<file path="src/rtl/adc_cap_seq.sv">
// ADC capture sequencer: periodic or software triggers drive an active-low start
// strobe, then wait for the ADC's conversion-complete pulse or a timeout.
module adc_cap_seq #(
    parameter int CLK_FREQ      = 20000000,
    parameter int TIMEOUT_TICKS = 4096
) (
    input  logic        clk,
    input  logic        reset,
    input  logic        enable,
    input  logic [31:0] periodTicks,
    input  logic [7:0]  holdTicks,
    input  logic        swTrig,
    input  logic        capDone,
    input  logic        clrErr,
    output logic        startCapture,
    output logic        busy,
    output logic        doneStb,
    output logic [15:0] frameCount,
    output logic        overrun,
    output logic        timeoutErr
);
    typedef enum logic [1:0] {IDLE, HOLD, WAIT} stateT;

    localparam logic [31:0] TO_LAST = 32'(TIMEOUT_TICKS - 1);

    // CLK_FREQ is informational; the empty block only records a sane configuration.
    if (CLK_FREQ > 0 && TIMEOUT_TICKS > 0) begin : gCfgOk
    end

    stateT       state, nextState;
    logic [31:0] perEff, perCur, perCnt, toCnt;
    logic [7:0]  holdEff, holdCnt;
    logic        enQ, tick, trig, toExpire;
    logic        startD, busyD, doneD, ovrSet, toSet;

    assign perEff  = (periodTicks < 32'd2) ? 32'd2 : periodTicks;
    // First enabled cycle (after enable rise or reset release) starts from a fresh load.
    assign perCur  = enQ ? perCnt : perEff - 32'd1;
    assign tick    = enable && (perCur == '0);
    assign trig    = tick || swTrig;
    assign holdEff = (holdTicks == '0) ? 8'd1 : holdTicks;
    assign toExpire = (toCnt == TO_LAST);

    always_ff @(posedge clk or negedge reset) begin
        if (!reset) begin
            enQ    <= 1'b0;
            perCnt <= '0;
        end else begin
            enQ    <= enable;
            perCnt <= (!enable || tick) ? perEff - 32'd1 : perCur - 32'd1;
        end
    end

    always_ff @(posedge clk or negedge reset) begin
        if (!reset) state <= IDLE;
        else        state <= nextState;
    end

    // Hold count is captured on the edge that enters HOLD.
    always_ff @(posedge clk or negedge reset) begin
        if (!reset) begin
            holdCnt <= '0;
            toCnt   <= '0;
        end else begin
            if (state == IDLE)      holdCnt <= holdEff - 8'd1;
            else if (state == HOLD) holdCnt <= holdCnt - 8'd1;
            toCnt <= (state == WAIT) ? toCnt + 32'd1 : '0;
        end
    end

    always_comb begin
        nextState = state;
        case (state)
            IDLE:    if (trig) nextState = HOLD;
            HOLD:    if (holdCnt == '0) nextState = WAIT;
            WAIT:    if (capDone || toExpire) nextState = IDLE;
            default: nextState = IDLE;
        endcase
    end

    always_comb begin
        startD = (nextState != HOLD);
        busyD  = (nextState != IDLE);
        doneD  = (state == WAIT) && capDone;
        ovrSet = trig && (state != IDLE);
        // A completion on the expiry cycle wins over the timeout.
        toSet  = (state == WAIT) && toExpire && !capDone;
    end

    always_ff @(posedge clk or negedge reset) begin
        if (!reset) begin
            startCapture <= 1'b1;
            busy         <= 1'b0;
            doneStb      <= 1'b0;
            frameCount   <= '0;
            overrun      <= 1'b0;
            timeoutErr   <= 1'b0;
        end else begin
            startCapture <= startD;
            busy         <= busyD;
            doneStb      <= doneD;
            frameCount   <= frameCount + 16'(doneD);
            overrun      <= ovrSet | (overrun & ~clrErr);
            timeoutErr   <= toSet | (timeoutErr & ~clrErr);
        end
    end
endmodule

</file>
<file path="config.mk">
export PLATFORM = sky130hd
export DESIGN_NAME = adc_cap_seq
export DESIGN_NICKNAME = d
export VERILOG_FILES = /design/src/rtl/adc_cap_seq.sv
export SDC_FILE = /design/constraint.sdc
export NUM_CORES = 1
export LEC_CHECK = 0
export BUFFER_PORTS_ARGS = -buffer_cell sky130_fd_sc_hd__buf_4
export CAP_MARGIN = 20
export CORE_AREA = 2 2 132 95
export DETAILED_ROUTE_END_ITERATION = 6
export DIE_AREA = 0 0 134 97
export PLACE_DENSITY_LB_ADDON = 0.1
export SLEW_MARGIN = 5
export SYNTH_ARGS = -nofsm -noshare
export SYNTH_HDL_FRONTEND = slang
export SYNTH_SLANG_ARGS = --single-unit
</file>
<file path="constraint.sdc">
create_clock -name clk -period 7.3 [get_ports clk]
set_input_delay 0.73 -clock clk [delete_from_list [all_inputs] [get_ports clk]]
set_output_delay 0.73 -clock clk [all_outputs]
set_load 0.01 [all_outputs]
</file>
# [After elaboration in Yosys (flattened, before gate mapping)]
# Index checks and enable logic that the tools add are counted.
[op_classes] n_addsub=6 n_lt_le_gt_ge=1 eq_ne=4 muxes=11 bitwise=5 reduce_logical=17
[ops] cell="$mux 32" n=4
[ops] cell="$sub 32x1->32 const B" n=2
[ops] cell="$add 32x1->32 const B" n=1
[ops] cell="$eq 32x12->1 const B" n=1
[ops] cell="$logic_not 32->1" n=1
[ops] cell="$lt 32x2->1 const B" n=1
[ops] cell="$mux 8" n=3
[ops] cell="$add 16x1->16" n=1
[ops] cell="$logic_not 8->1" n=2
[ops] cell="$sub 8x1->8 const B" n=2
[ops] cell="$mux 2" n=3
[ops] cell="$pmux 2 s3" n=1
[ops] cell="$reduce_bool 2->1" n=3
[ops] cell="$logic_and 1x1->1" n=5
[ops] cell="$logic_or 1x1->1" n=3
[ops] cell="$and 1x1->1" n=2
[ops] cell="$eq 2x1->1 const B" n=1
[ops] cell="$eq 2x2->1 const B" n=1
[ops] cell="$logic_not 1->1" n=2
[ops] cell="$logic_not 2->1" n=1
[ops] cell="$ne 2x1->1 const B" n=1
[ops] cell="$or 1x1->1" n=2
[ops] cell="$not 1->1" n=1
[word_totals] register_bits=96 input_bits=46 output_inout_bits=21

# [Logic depth before layout (Yosys ltp)]
# Gate-level depths: netlist of run 1.
[depth] depth_word=10 mapped_depth=22

# [Least setup slack after synthesis of run 1]
# OpenSTA, ideal clock, no wires.
[synth_path] path_type="input port to flip-flop" start="in periodTicks[24]" end="reg perCnt[24]" setup_ps=121 t_arrival_ps=4978 t_required_ps=7179 path_slack_ps=2200 stages=22 cell_sequence="buf_2 -> nor4_1 -> and4_1 -> buf_2 -> nand2_1 -> o21ai_0 -> ha_1 -> nor3b_2 -> a21boi_0 -> o31ai_1 -> o211a_1 -> and4b_1 -> buf_2 -> and4_1 -> buf_2 -> and4_4 -> buf_6 -> a21o_1 -> buf_6 -> buf_6 -> nor2_1 -> o22a_1"
[synth_via] elab_chain_cells=8
[synth_lines] item="from (decl)" line="10" rtl="input logic [31:0] periodTicks,"
[synth_lines] item="$lt 32x2->1" line="36" rtl="assign perEff = (periodTicks < 32'd2) ? 32'd2 : periodTicks;"
[synth_lines] item="$mux 32 (*)" line="36"
[synth_lines] item="$sub 32x1->32 (*)" line="38, 50"
[synth_lines] item="parallel branches: the longest is 4 deep, another holds $sub 32x1->32"
[synth_lines] item="$mux 32 (*)" line="50" rtl="perCnt <= (!enable || tick) ? perEff - 32'd1 : perCur - 32'd1;"
[synth_lines] item="to (signal assigned)" line="50"
[synth_lines] item="to (decl)" line="31" rtl="logic [31:0] perEff, perCur, perCnt, toCnt;"
# Every way passes the cells marked *.
# A chain may end at the register's enable or synchronous reset.

# [Worst setup path after layout of run 1]
[layout_path] start="in periodTicks[6]" end="reg perCnt[31]"
# Same word-level chain as after synthesis.

==> impl_metrics.csv, run 1 <==
group,metric,value,unit
yosys,synth_edf_count,0,
global_routing,grt_max_degree,54,
sta,slew_viol_final,0,
yosys,ys_ff_latch,96,
sta,finalClockSkew,0.0134,ns
yosys,synth_cells,796,
routing,first_pass_iters,5,
layout,utilization,65.0,%
worst_hold_path,hp-class,"primary input to async pin",
clock_network,cts_tree,"built",
clock_network,clkLatencyLatePin,0.34,ns
floorplan,die_x,134,um
yosys,synth_warnings,0,
yosys,synth.largest_area_cell,"dfrtp_1",
routing,vias,6203,
floorplan,dieArea,13000,um^2
critical_path,critPathMaxStageDelay,0.67,ns
layout,drive_above_1_share,13.0,%
critical_path,cp-end-kind,"register",
power_and_ir_drop,power_density,195,nW/um^2
routing,wl_met1,8140,um
layout,fillers,985,
placed_design,place_area,7230,um^2
placed_design,post-place-ws,0.886,ns
global_routing,antenna_found_initial,0,
critical_path,path_cells,"buf_4 > nor4_2 > and4_1 > nand2_1 > o21ai_0 > ha_1 > nor3b_2 > a21boi_0 > o31ai_1 > o211a_1 > and4b_1 > and4_1 > and4_4 > a21o_1 > buf_4 > nor4_1 > a211oi_1",
sta,rsz0062_at_grt,"no",
yosys,yosysUniqueCellTypes,70,
floorplan,start_util,57.5,%
placed_design,dp_hpwl,12700,um
critical_path,critPathKind,"primary input to register",
routing,ant_nets,0,
sta,min_period_over_period,86.1,%
routing,finalWirelength,17500,um
clock_network,post_cts_buffers,0,
layout,final_cell_area,7540,um^2
placed_design,globalplace.congestion,0.945,
sta,setup_viol,0,
clock_network,cts-root-buf,"clkbuf_16",
sta,min_period,6.29,ns
sta,tightest_slew,0.794,ns
layout,nets,892,
yosys,synth_top_cell_area_share,35.6,%
yosys,yosys-top-cells-area,"dfrtp_1, xnor2_1, nor2_1",
global_routing,grt_overflow,0,
routing,wl_met2,7780,um
routing,wl_met3,1290,um
floorplan,chipHeight,97,um
layout,stdcell_count,1001,
sta,hold_violations,0,
clock_network,hold_buffers,0,
clock_network,path_clk_slew,0.07,ns
layout,area_growth,13.1,%
floorplan,ios,67,
routing,highest_layer,"met4",
yosys,synth_ff_type,"dfrtp_1",
floorplan,rows,33,
sta,setup_slack,1.01,ns
placed_design,io_buffer_count,66,
routing,drc,0,
power_and_ir_drop,power.static_leakage,2.96,nW
clock_network,cts.repair.resized,0,
global_routing,grt_pass1_vias,6033,
clock_network,cts-htree-levels,3,
critical_path,cp_max_fo,15,
clock_network,cts_sinks,96,
routing,routedWlPerCell,17.5,um
clock_network,cts_buffers,9,
critical_path,crit_slowest_cell,"nor4_2",
floorplan,core_area,11600,um^2
routing,drt_iter0_drc,485,
clock_network,clockBufferDepth,2,
power_and_ir_drop,peakVddDrop,139,uV
critical_path,crit_required,7.56,ns
job,maxCapViolCount,0,
outcome,status,"finished, final reports clean",
yosys,avgSynthCellArea,8.38,um^2
critical_path,cp_data_arrival_time,6.54,ns
yosys,yosys.cell_count.top_type,"nor2_1",
yosys,synth_nets,848,
routing,vias_per_cell,6.20,
sta,slew_headroom,47.0,%
placed_design,placed_cells,986,
yosys,synth.cells.most_frequent,"nor2_1, dfrtp_1, nand2_1, xnor2_1, xor2_1",
critical_path,start_kind,"primary input",
yosys,syn_area,6670,um^2
sta,max_freq,159,MHz
layout,n_antenna_cell,0,
global_routing,grt_pass1_wl,29700,um
yosys,yosysSeqAreaShare,36.0,%
yosys,async_flop_share,100,%
sta,setup_tns,0,ns
global_routing,grt.total_usage,28.0,%
==> worst paths after layout <==
path,from,to,cells past startpoint,slack (ns)
worst min-delay path,reset,perCnt[26]$_DFF_PN0_,1,0.36
min in group clk,frameCount[15]$_DFF_PN0_,frameCount[15]$_DFF_PN0_,1,0.49
worst max-delay path,periodTicks[6],perCnt[31]$_DFF_PN0_,17,1.01
worst max register to register,enQ$_DFF_PN0_,perCnt[31]$_DFF_PN0_,11,3.54
worst min register to register,frameCount[15]$_DFF_PN0_,frameCount[15]$_DFF_PN0_,1,0.49
max in group asynchronous,reset,enQ$_DFF_PN0_,2,5.79
==> power breakdown <==
group	internal, mW	switching, mW	leakage (nW)
clock network	0.300	0.210	0.152
logic	0.145	0.177	1.59
registers	0.585	0.0545	1.22
total	1.03	0.442	2.96
==> per-layer routing <==
layer  vias to the layer above  track usage [%]
li1                       2972                -
met1                      2979             40.7
met2                       225             42.1
met3                        27             6.13
met4                         0             7.53
met5                         -                0
==> sequential cells by signal (all words and copies together) (netlist names) <==
signal,count
timeoutErr,1
toCnt,32
busy,1
holdCnt,8
overrun,1
startCapture,1
frameCount,16
perCnt,32
enQ,1
doneStb,1
state,2
==> area by class of cell <==
type | instances | area, um^2 | share of cell area (%)
clock buffer | 9 | 225 | 2.99
multi-input combinational | 644 | 4020 | 53.2
clock inverter | 6 | 90.1 | 1.19
sequential | 96 | 2400 | 31.9
inverter | 15 | 56.3 | 0.746
tap | 157 | 196 | 2.60
timing repair buffer | 74 | 556 | 7.36
==> per-stage QoR <==
stage	hold slack, ns	power (mW)
6_report	0.361	1.47
5_1_grt	0.409	1.55
4_1_cts	0.387	1.48
3_5_place_dp	0.481	0.965
3_3_place_gp	0.464	0.950
2_1_floorplan	0.434	0.854
==> kinds of logic (layout without fill, tap and decap cells) <==
logic type / after synthesis / after routing / synth area share [%]
simple gates: 369 / 369 / 28.3
flops: 96 / 96 / 36.0
compound gates: 160 / 160 / 16.0
buf+inv: 56 / 104 / 3.79
xor+xnor: 91 / 91 / 11.9
mux: 18 / 18 / 2.79
fa+ha+maj: 6 / 6 / 1.13
==> critical path, delay by kind of cell <==
kind                       cells  cell delay [ns]
buffers and inverters          2             0.40
AOI/OAI and AO/OA              6             2.05
and+or+nand+nor                8             3.09
adders and majority gates      1             0.25
==> placed cells by master (no fill, tap or decap), types with 14 or more instances in the layout <==
cell,netlist,final
xor2_1,39,39
o21ai_0,37,37
and3_1,19,19
nand2_1,62,62
or3_1,15,15
xnor2_1,52,52
nand4_1,19,19
nor4_1,30,30
inv_1,14,14
dfrtp_1,95,94
nand3_1,36,36
nor2_1,102,102
buf_4,0,74
nor3_1,29,29
a21oi_1,34,34
No activity file was read; power rests on OpenSTA's default activity.
==> inputs of run 2 (changes only) <==
Settings changed: RECOVER_POWER set to 25.
==> run 2 against run 1 <==
Against the previous run: the flow now finishes with violations (max-capacitance violations, max-slew violations); critical path depth unchanged; setup slack got worse by 0.016 ns; fmax decreased by 0.25%; first-iteration DRC count increased by 14%; clock skew decreased by 0.0013 ns; global-route usage unchanged; die area unchanged; largest cell class unchanged.
==> impl_metrics.csv, run 2 (synthesized netlist as in run 1, its figures left out) <==
group,metric,value,unit
placed_design,io_buffer_count,66,
global_routing,grt_pass1_wl,29700,um
global_routing,grt.total_usage,28.0,%
critical_path,cp_data_arrival_time,6.56,ns
critical_path,r2r_slack,3.52,ns
clock_network,clockBufferDepth,2,
global_routing,grt_max_degree,54,
placed_design,dp_hpwl,12700,um
clock_network,cts_tree,"built",
floorplan,rows,33,
clock_network,cts-root-buf,"clkbuf_16",
layout,largest_registers,"perCnt (32), toCnt (32), frameCount (16)",
clock_network,cts_buffers,9,
clock_network,clkLatencyLatePin,0.34,ns
critical_path,startpoint,"periodTicks[6]",
global_routing,grt_overflow,0,
sta,min_period,6.30,ns
critical_path,cp_max_fo,15,
routing,drc,0,
global_routing,antenna_found_initial,0,
clock_network,cts_sinks,96,
routing,finalWirelength,17500,um
placed_design,globalplace.congestion,0.945,
layout,final_cell_mix,"nor2_1, dfrtp_1, buf_4",
clock_network,cts-htree-levels,3,
routing,ant_nets,0,
floorplan,core_area,11600,um^2
sta,max_freq,159,MHz
sta,slew_headroom,-55.7,%
critical_path,critPathKind,"primary input to register",
floorplan,ios,67,
power_and_ir_drop,power.static_leakage,2.95,nW
floorplan,die_x,134,um
critical_path,cp-end-kind,"register",
sta,slew_viol_final,45,
outcome,violations,"max-capacitance violations, max-slew violations",
power_and_ir_drop,switchingPower,441,uW
sta,rsz0062_at_grt,"no",
power_and_ir_drop,swShare,30.0,%
power_and_ir_drop,power_density,195,nW/um^2
outcome,status,"complete, but fails checks",
job,maxCapViolCount,1,
sta,tightest_slew,2.34,ns
layout,nets,892,
power_and_ir_drop,intPower,1.03,mW
worst_hold_path,hp-class,"register to register",
layout,n_antenna_cell,0,
routing,vias_per_cell,6.22,
critical_path,crit_path_end,"perCnt[31]$_DFF_PN0_",
layout,stdcell_count,1001,
floorplan,start_util,57.5,%
critical_path,worstReg2RegEnd,"perCnt[31]$_DFF_PN0_",
power_and_ir_drop,peakVddDrop,138,uV
power_and_ir_drop,pwr-share-seq,43.5,%
placed_design,placed_cells,986,
sta,hold_violations,0,
routing,vias,6222,
sta,setup_viol,0,
clock_network,hold_buffers,0,
sta,setup_tns,0,ns
clock_network,path_clk_slew,0.07,ns
critical_path,crit_required,7.55,ns
layout,drive_above_1_share,12.7,%
critical_path,reg2reg_depth,10,
routing,routedWlPerCell,17.5,um
floorplan,chipHeight,97,um
power_and_ir_drop,pwr-share-comb,21.9,%
clock_network,post_cts_buffers,0,
floorplan,dieArea,13000,um^2
power_and_ir_drop,clkPwrFrac,34.7,%
global_routing,grt_pass1_vias,6033,
critical_path,r2r-start,"enQ$_DFF_PN0_",
layout,area_growth,12.9,%
sta,min_period_over_period,86.3,%
critical_path,start_kind,"primary input",
sta,finalClockSkew,0.0120,ns
clock_network,cts.repair.resized,0,
layout,final_common_cell,"nor2_1",
layout,fillers,991,
routing,drt_iter0_drc,555,
routing,first_pass_iters,5,
==> run 2: cell types whose count changed in the layout (fill, tap and decap cells not counted), sizes merged <==
cell | before | now
clkbuf | 9 | 12
buf | 74 | 71
==> run 2: area by class of cell <==
| type | count | area, um^2 | share of cell area [%] |
|---|---|---|---|
| inverters | 15 | 56.3 | 0.747 |
| flip-flops and latches | 96 | 2400 | 31.9 |
| repair buffers | 74 | 544 | 7.22 |
| well taps | 157 | 196 | 2.61 |
| multi-input cells | 644 | 4020 | 53.3 |
| clock buffers | 9 | 225 | 2.99 |
| clock inverters | 6 | 90.1 | 1.20 |
==> run 2: worst min-delay path by stage <==
stage | start | endpoint | slack (ns) | cells after the start
CTS | reset | perCnt[26]$_DFF_PN0_ | 0.39 | 1
floorplan | reset | busy$_DFF_PN0_ | 0.43 | 0
detailed placement | frameCount[15]$_DFF_PN0_ | frameCount[15]$_DFF_PN0_ | 0.48 | 1
global route | frameCount[15]$_DFF_PN0_ | frameCount[15]$_DFF_PN0_ | 0.52 | 1
global placement | frameCount[15]$_DFF_PN0_ | frameCount[15]$_DFF_PN0_ | 0.46 | 1
finish | frameCount[15]$_DFF_PN0_ | frameCount[15]$_DFF_PN0_ | 0.49 | 1
==> run 2: per-layer routing <==
layer  up-vias  GRT usage [%]  routed length (um)  part of all wire (%)
li1       2971              -                   -                     -
met5         -              0                   0                     0
met1      2965           40.7                8060                    46
met3        40           6.13                1420                   8.1
met4         0           7.53                 352                   2.0
met2       246           42.1                7710                    44
==> run 2: power groups by stage <==
stage / Sequential [mW] / Combinational (mW) / Clock, mW
global placement: 0.645 / 0.306 / 0
global route: 0.647 / 0.361 / 0.543
detailed placement: 0.647 / 0.318 / 0
finish: 0.639 / 0.322 / 0.510
CTS: 0.637 / 0.321 / 0.519
floorplan: 0.630 / 0.225 / 0
==> run 2: critical path, stage by stage <==
cell	delay [ns]
buf_4	0.13
nor4_2	0.67
and4_1	0.54
nand2_1	0.26
o21ai_0	0.35
ha_1	0.25
nor3b_2	0.51
a21boi_0	0.24
o31ai_1	0.48
o211a_1	0.28
and4b_1	0.35
and4_1	0.41
and4_4	0.33
a21o_1	0.46
buf_4	0.27
nor4_1	0.07
a211oi_1	0.23
==> run 2: stage by stage <==
step	hold slack [ns]	total power [mW]	worst slack, ns	util [%]	instance area [um^2]
after global routing	0.515	1.55	0.469	64.9	7530
after global placement	0.464	0.950	1.12	62.3	7230
final	0.486	1.47	0.997	64.9	7530
after CTS	0.387	1.48	1.18	65.0	7540
after detailed placement	0.481	0.965	0.886	62.3	7230
after floorplan	0.434	0.854	2.20	-	6670
